--- src/rtl/uart_pkg.sv ---
// Shared UART definitions: FSM states, legal frame-format ranges and bit-period helper.
package uart_pkg;

  localparam int unsigned DATA_BITS_MIN = 5;
  localparam int unsigned DATA_BITS_MAX = 9;
  localparam int unsigned STOP_BITS_MIN = 1;
  localparam int unsigned STOP_BITS_MAX = 2;
  localparam int unsigned BIT_CNT_W     = $clog2(DATA_BITS_MAX);

  typedef enum logic [2:0] {
    IDLE,
    START,
    DATA,
    PARITY,
    STOP
  } uart_state_e;

  // System clocks per serial bit.
  function automatic int unsigned cycles_per_bit(input int unsigned clk_mhz,
                                                 input int unsigned baud);
    return (clk_mhz * 32'd1_000_000) / baud;
  endfunction

endpackage

--- src/rtl/uart_tx_frame_if.sv ---
// Upstream word handshake plus TX line and status for uart_tx_frame.
interface uart_tx_frame_if #(
  parameter int unsigned DATA_BITS = 8
);
  logic [DATA_BITS-1:0] tx_data;
  logic                 tx_data_valid;
  logic                 tx_data_ready;
  logic                 tx_pin;
  logic                 tx_busy;

  modport master (output tx_data, tx_data_valid,
                  input  tx_data_ready, tx_pin, tx_busy);
  modport slave  (input  tx_data, tx_data_valid,
                  output tx_data_ready, tx_pin, tx_busy);
endinterface

--- src/rtl/uart_bit_timer.sv ---
// Free-running bit-period counter; start clears it, bit_done marks the last clock of each bit.
module uart_bit_timer #(
  parameter int unsigned CYCLE = 10
) (
  input  logic clk,
  input  logic rst,
  input  logic start,
  output logic bit_done
);
  localparam int unsigned CNT_W = (CYCLE > 1) ? $clog2(CYCLE) : 1;

  if (CYCLE < 2) begin : g_bad_cycle
    $error("uart_bit_timer: CYCLE must be at least 2");
  end

  logic [CNT_W-1:0] cnt_q;

  // bit_done is registered one clock early so it is high exactly while cnt_q == CYCLE-1.
  always_ff @(posedge clk or posedge rst) begin
    if (rst) begin
      cnt_q    <= '0;
      bit_done <= 1'b0;
    end else if (start) begin
      cnt_q    <= '0;
      bit_done <= 1'b0;
    end else begin
      cnt_q    <= (cnt_q == CNT_W'(CYCLE - 1)) ? '0 : cnt_q + CNT_W'(1);
      bit_done <= (cnt_q == CNT_W'(CYCLE - 2));
    end
  end

endmodule

--- src/rtl/uart_tx_frame.sv ---
// UART transmitter: start, DATA_BITS data LSB first, optional parity, STOP_BITS stop bits,
// with a one-word holding register. Parity is built only when UART_TX_PARITY_EN is defined.
module uart_tx_frame
  import uart_pkg::*;
#(
  parameter int unsigned CLK_FRE    = 100,
  parameter int unsigned BAUD_RATE  = 9600,
  parameter int unsigned DATA_BITS  = 8,
  parameter int unsigned STOP_BITS  = 1,
  parameter int unsigned PARITY_ODD = 0
) (
  input logic            clk,
  input logic            rst,
  uart_tx_frame_if.slave bus
);
  localparam int unsigned CYCLE = cycles_per_bit(CLK_FRE, BAUD_RATE);

  if (CYCLE < 2) begin : g_bad_cycle
    $error("uart_tx_frame: CLK_FRE/BAUD_RATE gives fewer than 2 clocks per bit");
  end
  if (DATA_BITS < DATA_BITS_MIN || DATA_BITS > DATA_BITS_MAX) begin : g_bad_data_bits
    $error("uart_tx_frame: DATA_BITS out of range");
  end
  if (STOP_BITS < STOP_BITS_MIN || STOP_BITS > STOP_BITS_MAX) begin : g_bad_stop_bits
    $error("uart_tx_frame: STOP_BITS out of range");
  end
  if (PARITY_ODD > 1) begin : g_bad_parity_odd
    $error("uart_tx_frame: PARITY_ODD must be 0 or 1");
  end

  uart_state_e          state_q, state_d;
  logic [DATA_BITS-1:0] shift_q, shift_d;
  logic [DATA_BITS-1:0] hold_q, hold_d;
  logic [DATA_BITS-1:0] load_word_c;
  logic                 hold_full_q, hold_full_d;
  logic [BIT_CNT_W-1:0] bit_cnt_q, bit_cnt_d;
  logic                 tx_pin_d, tx_busy_d, tx_ready_d;
  logic                 bit_done, timer_start_c;
  logic                 accept_c, last_stop_c, load_c;
`ifdef UART_TX_PARITY_EN
  logic                 parity_q, parity_d;
`endif

  uart_bit_timer #(.CYCLE(CYCLE)) u_bit_timer (
    .clk      (clk),
    .rst      (rst),
    .start    (timer_start_c),
    .bit_done (bit_done)
  );

  always_comb begin
    state_d       = state_q;
    shift_d       = shift_q;
    hold_d        = hold_q;
    hold_full_d   = hold_full_q;
    bit_cnt_d     = bit_cnt_q;
    tx_pin_d      = bus.tx_pin;
    timer_start_c = 1'b0;
    load_c        = 1'b0;
    load_word_c   = hold_q;
`ifdef UART_TX_PARITY_EN
    parity_d      = parity_q;
`endif
    accept_c    = bus.tx_data_valid && bus.tx_data_ready;
    last_stop_c = (state_q == STOP) && bit_done &&
                  (bit_cnt_q == BIT_CNT_W'(STOP_BITS - 1));

    case (state_q)
      START: if (bit_done) begin
        state_d   = DATA;
        tx_pin_d  = shift_q[0];
        bit_cnt_d = '0;
      end
      DATA: if (bit_done) begin
        if (bit_cnt_q == BIT_CNT_W'(DATA_BITS - 1)) begin
          bit_cnt_d = '0;
`ifdef UART_TX_PARITY_EN
          state_d   = PARITY;
          tx_pin_d  = parity_q;
`else
          state_d   = STOP;
          tx_pin_d  = 1'b1;
`endif
        end else begin
          shift_d   = shift_q >> 1;
          tx_pin_d  = shift_q[1];
          bit_cnt_d = bit_cnt_q + BIT_CNT_W'(1);
        end
      end
`ifdef UART_TX_PARITY_EN
      PARITY: if (bit_done) begin
        state_d   = STOP;
        tx_pin_d  = 1'b1;
        bit_cnt_d = '0;
      end
`endif
      STOP: if (bit_done) begin
        if (last_stop_c) begin
          state_d  = IDLE;
          tx_pin_d = 1'b1;
        end else begin
          bit_cnt_d = bit_cnt_q + BIT_CNT_W'(1);
        end
      end
      default: ;
    endcase

    // A held word always goes first; a fresh word bypasses the holding register when it is free.
    if (state_q == IDLE || last_stop_c) begin
      if (hold_full_q) begin
        load_c      = 1'b1;
        load_word_c = hold_q;
        hold_full_d = 1'b0;
      end else if (accept_c) begin
        load_c      = 1'b1;
        load_word_c = bus.tx_data;
      end
    end else if (accept_c) begin
      hold_d      = bus.tx_data;
      hold_full_d = 1'b1;
    end

    if (load_c) begin
      state_d       = START;
      shift_d       = load_word_c;
      tx_pin_d      = 1'b0;
      bit_cnt_d     = '0;
      timer_start_c = 1'b1;
`ifdef UART_TX_PARITY_EN
      parity_d      = (^load_word_c) ^ PARITY_ODD[0];
`endif
    end

    tx_busy_d  = (state_d != IDLE) || hold_full_d;
    tx_ready_d = !hold_full_d;
  end

  always_ff @(posedge clk or posedge rst) begin
    if (rst) begin
      state_q           <= IDLE;
      shift_q           <= '0;
      hold_q            <= '0;
      hold_full_q       <= 1'b0;
      bit_cnt_q         <= '0;
      bus.tx_pin        <= 1'b1;
      bus.tx_busy       <= 1'b0;
      bus.tx_data_ready <= 1'b0;
`ifdef UART_TX_PARITY_EN
      parity_q          <= 1'b0;
`endif
    end else begin
      state_q           <= state_d;
      shift_q           <= shift_d;
      hold_q            <= hold_d;
      hold_full_q       <= hold_full_d;
      bit_cnt_q         <= bit_cnt_d;
      bus.tx_pin        <= tx_pin_d;
      bus.tx_busy       <= tx_busy_d;
      bus.tx_data_ready <= tx_ready_d;
`ifdef UART_TX_PARITY_EN
      parity_q          <= parity_d;
`endif
    end
  end

endmodule

--- src/flat_wrapper.sv ---
// flat-port wrapper written by rule: the top's interface ports become plain ports
module uart_tx_frame_flat import uart_pkg::*;
#(
  parameter int unsigned CLK_FRE    = 100,
  parameter int unsigned BAUD_RATE  = 9600,
  parameter int unsigned DATA_BITS  = 8,
  parameter int unsigned STOP_BITS  = 1,
  parameter int unsigned PARITY_ODD = 0
)
  (clk, rst, bus_tx_data, bus_tx_data_valid, bus_tx_data_ready, bus_tx_pin, bus_tx_busy);
  uart_tx_frame_if #(.DATA_BITS(DATA_BITS)) bus_i ();
  input logic clk;
  input logic rst;
  input wire logic [$bits(bus_i.tx_data)-1:0] bus_tx_data;
  input wire logic [$bits(bus_i.tx_data_valid)-1:0] bus_tx_data_valid;
  output wire logic [$bits(bus_i.tx_data_ready)-1:0] bus_tx_data_ready;
  output wire logic [$bits(bus_i.tx_pin)-1:0] bus_tx_pin;
  output wire logic [$bits(bus_i.tx_busy)-1:0] bus_tx_busy;
  assign bus_i.tx_data = bus_tx_data;
  assign bus_i.tx_data_valid = bus_tx_data_valid;
  assign bus_tx_data_ready = bus_i.tx_data_ready;
  assign bus_tx_pin = bus_i.tx_pin;
  assign bus_tx_busy = bus_i.tx_busy;
  uart_tx_frame #(.CLK_FRE(CLK_FRE), .BAUD_RATE(BAUD_RATE), .DATA_BITS(DATA_BITS), .STOP_BITS(STOP_BITS), .PARITY_ODD(PARITY_ODD)) u_core (.clk(clk), .rst(rst), .bus(bus_i));
endmodule
--- config.mk ---
export PLATFORM = sky130hd
export DESIGN_NAME = uart_tx_frame_flat
export DESIGN_NICKNAME = d
export VERILOG_FILES = /design/src/rtl/uart_pkg.sv /design/src/rtl/uart_tx_frame_if.sv /design/src/rtl/uart_bit_timer.sv /design/src/rtl/uart_tx_frame.sv /design/src/flat_wrapper.sv
export SDC_FILE = /design/constraint.sdc
export NUM_CORES = 1
export LEC_CHECK = 0
export CAP_MARGIN = 5
export CORE_AREA = 2 2 52 78
export DETAILED_ROUTE_END_ITERATION = 10
export DIE_AREA = 0 0 54 80
export PLACE_DENSITY = 0.91
export SLEW_MARGIN = 20
export SYNTH_ARGS = -nofsm -noshare
export SYNTH_HDL_FRONTEND = slang
export SYNTH_SLANG_ARGS = --single-unit
--- constraint.sdc ---
create_clock -name clk -period 5.5 [get_ports clk]
set_input_delay 0.825 -clock clk [delete_from_list [all_inputs] [get_ports clk]]
set_output_delay 0.825 -clock clk [all_outputs]
set_load 0.05 [all_outputs]
==> metrics.txt, run 1 <==
Final period util=0.4462; Fmax achieved=0.4075 GHz; crit end category=primary output; syn_area_per_cell=10.36 sq um; P_int=0.4843 mW; Clock transition at path regs=0.08 ns; post-synth design cell area=0.002217 sq mm; largest net degree at the start of global routing=43; final clock skew=0.01035 ns; fin area=0.002446 sq mm; wl on met1=1.751 mm; post-cts sizing count=0; ANT nets after route=0; vias=1,633; max-slew violations=0; Die X=54 um; asr flop ratio synth=1.000; Hold Vio Cnt, Final=0; share of the synthesized area in the top cell type=0.4628; Core Box Area=0.003649 sq mm; Synth cell types=52; pwr dens=258.2 mW/mm^2; # IOs=14; Post-DP Area=0.002355 sq mm; Rows=27; clk_lat worst skew=0.30 ns; Static Leak=1.023 nW; Slew headroom=0.6077; WP data arrival=1.63 ns; switching share of power=0.2332; Residual DRC=0; diodes inserted=0; Vias/cell=6.026; Final Util=0.6704; delay-heaviest family, CP=buffers and inverters; Tightest Hold Check Type=reg -> reg; met2 WL=2.065 mm; endpoints failing setup=0; total power=0.6315 mW; Worst EP required=4.68 ns; min cycle time layout=2.454 ns; Congestion Overflow GR=0; gpl congestion=0.8762; WL final=4.057 mm; P&R area growth vs syn=10.33%; Die Area=0.004320 sq mm; R2R Setup Slk=3.54 ns; antenna violations before repair=0; Global Route Usage Sum=0.2298; max incr delay on CP=0.79 ns; clock buffer depth=2; die height=80 um; reg2reg start=u_core.bit_cnt_q[1]$_DFFE_PP0P_; H-tree Lvls=2; drt initial violations=44; top sig layer=met4; final setup margin=3.046 ns; worst slew pin tran=0.5884 ns; cts hold-fix bufs=0; met3 wire length=129 um; CP Cell Sequence=clkdlybuf4s50_1; main area contributors after synthesis=dfrtp_1, mux2_4, xnor2_1; critical path's slowest cell=clkdlybuf4s50_1; Mapped Cells=214; Comb power frac=0.121; status=complete, no violations; max cap viols=0; ys flop type=dfrtp_1; DR pass1 iterations=4; FF+latch count, synth=42; number of global-route vias before repair=1,620; IO buf count=13; Layout Nets=242; CTS buffer count=5; EDFF count, synth=0; setup repair after global routing missed its margin=no; crit-path max FO=2; drt wl/cell=14.97 um; first-pass GRT wire length=7.141 mm; Starting Density=0.6077; min-delay src=u_core.u_bit_timer.cnt_q[0]$_DFF_PP0_; syn_nets=229; setup bufs post-CTS=0; DP Wirelength=2.784 mm; Clk pwr share=0.324; path depth of the worst reg2reg path=5; Final TNS setup=0 ns; layout cell share with drive strength beyond 1=0.1184; Net Switching=0.1473 mW; worst path bufs/invs=1; Seq pwr share=0.555; CTS root buf=clkbuf_8; crit path kind=reg -> out; Seq/Total Area, Yosys=0.4746; CTS tree=yes; warnings from Yosys=0; Worst setup SP type=flop; post-place setup slack=3.105 ns; hold-critical path depth=1; Peak VDD IR=0.2335 mV; reg2reg end=u_core.bit_cnt_q[3]$_DFFE_PP0P_; worst hold path endpoint=u_core.u_bit_timer.cnt_q[0]$_DFF_PP0_; leading area contributor after synthesis=dfrtp_1; clock sink total=42
-- per-stage QoR --
stage / hold slack, ns / cells
3_5_place_dp: 0.4928 / 263
4_1_cts: 0.5106 / 271
5_1_grt: 0.5256 / 271
3_3_place_gp: 0.4905 / 263
2_1_floorplan: 0.4696 / 214
6_report: 0.5073 / 271
-- state kept, by name (all words and copies together) (netlist names), 3 cells and up --
register / flops
u_core.hold_q: 8
u_core.shift_q: 8
u_core.u_bit_timer.cnt_q: 14
u_core.state_q: 3
u_core.bit_cnt_q: 4
-- cells in the mapped netlist, types with 5 or more instances --
cell type	number
a21oi_1	10
dfrtp_1	41
inv_1	9
mux2_4	8
mux2i_1	5
nand2_1	15
nand3_1	11
nor2_1	19
nor3_1	5
nor3b_1	7
o21ai_0	10
o22ai_1	6
xnor2_1	11
-- cell families (layout without fill, tap and decap cells) --
kind of cell    after synthesis  count (layout)  share of synthesized area
xor+xnor                     12              12                    0.04740
flops                        42              42                     0.4746
fa+ha+maj                     4               4                    0.02257
simple gates                 84              84                     0.2077
buf+inv                      17              31                    0.03950
mux                          14              14                    0.08183
compound gates               41              41                     0.1264
-- area by class of cell --
class                   instances  area (sq um)
clock buffers                   7         86.33
clock inverters                 1         5.005
fillers                       273          1202
inverters                       9         33.78
multi-input cells             155          1077
flip-flops and latches         42          1052
well taps                      43         53.80
repair buffers                 14         137.6
-- worst max path at each step --
stage,start,end,depth (start not counted)
floorplan,bus_tx_data_valid,u_core.bit_cnt_q[3]$_DFFE_PP0P_,5
global placement,bus_tx_data_valid,u_core.bit_cnt_q[3]$_DFFE_PP0P_,5
detailed placement,bus_tx_data_valid,u_core.bit_cnt_q[3]$_DFFE_PP0P_,5
CTS,u_core.bus.tx_pin$_DFFE_PP1P_,bus_tx_pin,1
global route,u_core.bus.tx_pin$_DFFE_PP1P_,bus_tx_pin,1
finish,u_core.bus.tx_pin$_DFFE_PP1P_,bus_tx_pin,1
-- cell usage in the layout (no fill, tap or decap), types with 5 or more instances in the layout --
cell type	count
a21oi_1	10
clkbuf_8	6
clkdlybuf4s50_1	13
dfrtp_1	41
inv_1	9
mux2_4	8
mux2i_1	5
nand2_1	15
nand3_1	11
nor2_1	19
nor3_1	5
nor3b_1	7
o21ai_0	10
o22ai_1	6
xnor2_1	11
-- metal layers --
metal  up-vias  track usage
met2        28       0.3622
met4         0       0.1175
met5         -            0
met1       795       0.2792
met3        10      0.06554
li1        800            -
-- power by group through the flow --
stage               logic (mW)  registers, mW  clock network (mW)
global placement        0.0761          0.355                   0
global route            0.0840          0.355               0.219
floorplan               0.0616          0.352                   0
finish                  0.0763          0.351               0.205
CTS                     0.0772          0.350               0.209
detailed placement      0.0758          0.356                   0
Power figures use the tool's default switching activity.
==> run 2: changes to the inputs <==
- CORE_AREA: 2 2 52 78 -> 2 2 54 81
- DIE_AREA: 0 0 54 80 -> 0 0 56 83
- PLACE_DENSITY: 0.91 -> 0.86
- clock period: 5.5 -> 2.5 ns (I/O delays scaled with it)
==> metrics.txt, run 2 (synthesis results as in run 1) <==
largest net degree at the start of global routing=43; Biggest register=u_core.u_bit_timer.cnt_q; Final TNS setup=0 ns; Worst setup SP type=flop; DP Wirelength=2.901 mm; layout cell share with drive strength beyond 1=0.1266; clk_lat worst skew=0.30 ns; number of global-route vias before repair=1,669; fin area=0.002474 sq mm; post-cts sizing count=0; max-slew violations=0; post-place setup slack=0.5221 ns; Fmax achieved=0.4975 GHz; Tightest Hold Check Type=in -> async; Cells after DPL=266; Starting Density=0.5651; Peak VDD IR=0.5101 mV; H-tree Lvls=2; most frequent cells in the layout=dfrtp_1, nor2_1, nand2_1; drt wl/cell=15.74 um; setup repair after global routing missed its margin=no; crit end category=primary output; IO buf count=13; max cap viols=0; CTS buffer count=5; cts hold-fix bufs=0; gpl congestion=0.8688; critical path's slowest cell=clkdlybuf4s50_1; vias=1,645; crit-path max FO=2; delay-heaviest family, CP=buffers and inverters; Worst EP required=2.12 ns; Layout Nets=243; final clock skew=0.01364 ns; clock buffer depth=2; diodes inserted=0; Slew headroom=0.6229; Rows=28; first-pass GRT wire length=7.452 mm; worst slew pin tran=0.5641 ns; Final Util=0.6304; Largest register FFs=14; crit path kind=reg -> out; top flop regs=u_core.u_bit_timer.cnt_q x14, u_core.hold_q x8, u_core.shift_q x8; final setup margin=0.4899 ns; endpoints failing setup=0; die height=83 um; status=complete, no violations; total power=1.474 mW; CTS tree=yes; Post-DP Area=0.002365 sq mm; Static Leak=1.037 nW; WP data arrival=1.64 ns; min cycle time layout=2.010 ns; CP Cell Sequence=clkdlybuf4s50_1; WHS=0.5116 ns; clock sink total=42; antenna violations before repair=0; worst path bufs/invs=1; # IOs=14; CTS root buf=clkbuf_8; Global Route Usage Sum=0.2016; layout filler cell count=319; ANT nets after route=0; Final Instance Count excl. Fillers=274; Hold Vio Cnt, Final=0; setup bufs post-CTS=0; most common cell after layout, fill and taps aside=dfrtp_1; pwr dens=595.8 mW/mm^2; P&R area growth vs syn=11.57%; Vias/cell=6.004; Clock transition at path regs=0.09 ns; DR pass1 iterations=4; Die Area=0.004648 sq mm; Congestion Overflow GR=0; drt initial violations=54; Final period util=0.8041; max incr delay on CP=0.79 ns; Core Box Area=0.003924 sq mm; WL final=4.313 mm; Die X=56 um; Residual DRC=0
==> run 2: cell types whose count changed in the layout (fill, tap and decap cells not counted) <==
| cell | before | now |
|---|---|---|
| clkbuf_8 | 6 | 5 |
| buf_4 | 1 | 2 |
| clkbuf_1 | 1 | 0 |
| bufinv_16 | 0 | 1 |
| clkinv_2 | 1 | 2 |
==> run 2: power breakdown <==
part	switching [mW]	internal [mW]
clock	0.231	0.294
combinational	0.0684	0.110
sequential	0.0355	0.735
==> run 2: area by class of cell <==
cell class | instances | area [sq um] | share of cell area
tap | 45 | 56.30 | 0.02276
sequential | 42 | 1052 | 0.4254
multi-input combinational | 155 | 1077 | 0.4355
timing repair buffer | 15 | 145.1 | 0.05867
clock inverter | 3 | 40.04 | 0.01619
inverter | 9 | 33.78 | 0.01366
clock buffer | 5 | 68.82 | 0.02782
==> run 2: worst paths after layout <==
path	startpoint	slack (ns)	depth (start not counted)	end
max	u_core.bus.tx_pin$_DFFE_PP1P_	0.49	1	bus_tx_pin
max in group asynchronous	rst	1.62	3	u_core.u_bit_timer.cnt_q[6]$_DFF_PP0_
min reg2reg	u_core.hold_q[4]$_DFFE_PP0P_	0.52	1	u_core.hold_q[4]$_DFFE_PP0P_
min	rst	0.51	3	u_core.bus.tx_busy$_DFF_PP0_
max reg2reg	u_core.bit_cnt_q[0]$_DFFE_PP0P_	0.56	6	u_core.hold_q[6]$_DFFE_PP0P_
min in group clk	u_core.hold_q[4]$_DFFE_PP0P_	0.52	1	u_core.hold_q[4]$_DFFE_PP0P_
==> run 2: layer usage <==
metal,vias up,track usage,part of all wire
met5,-,0,0
met4,0,0.08442,0.019
met3,7,0.03583,0.033
met2,33,0.3519,0.53
met1,806,0.2397,0.42
li1,799,-,-
==> run 2: worst min-delay path, stage by stage <==
cell and delay (ns):
clkdlybuf4s50_1 0.40, inv_1 0.05, buf_4 0.44
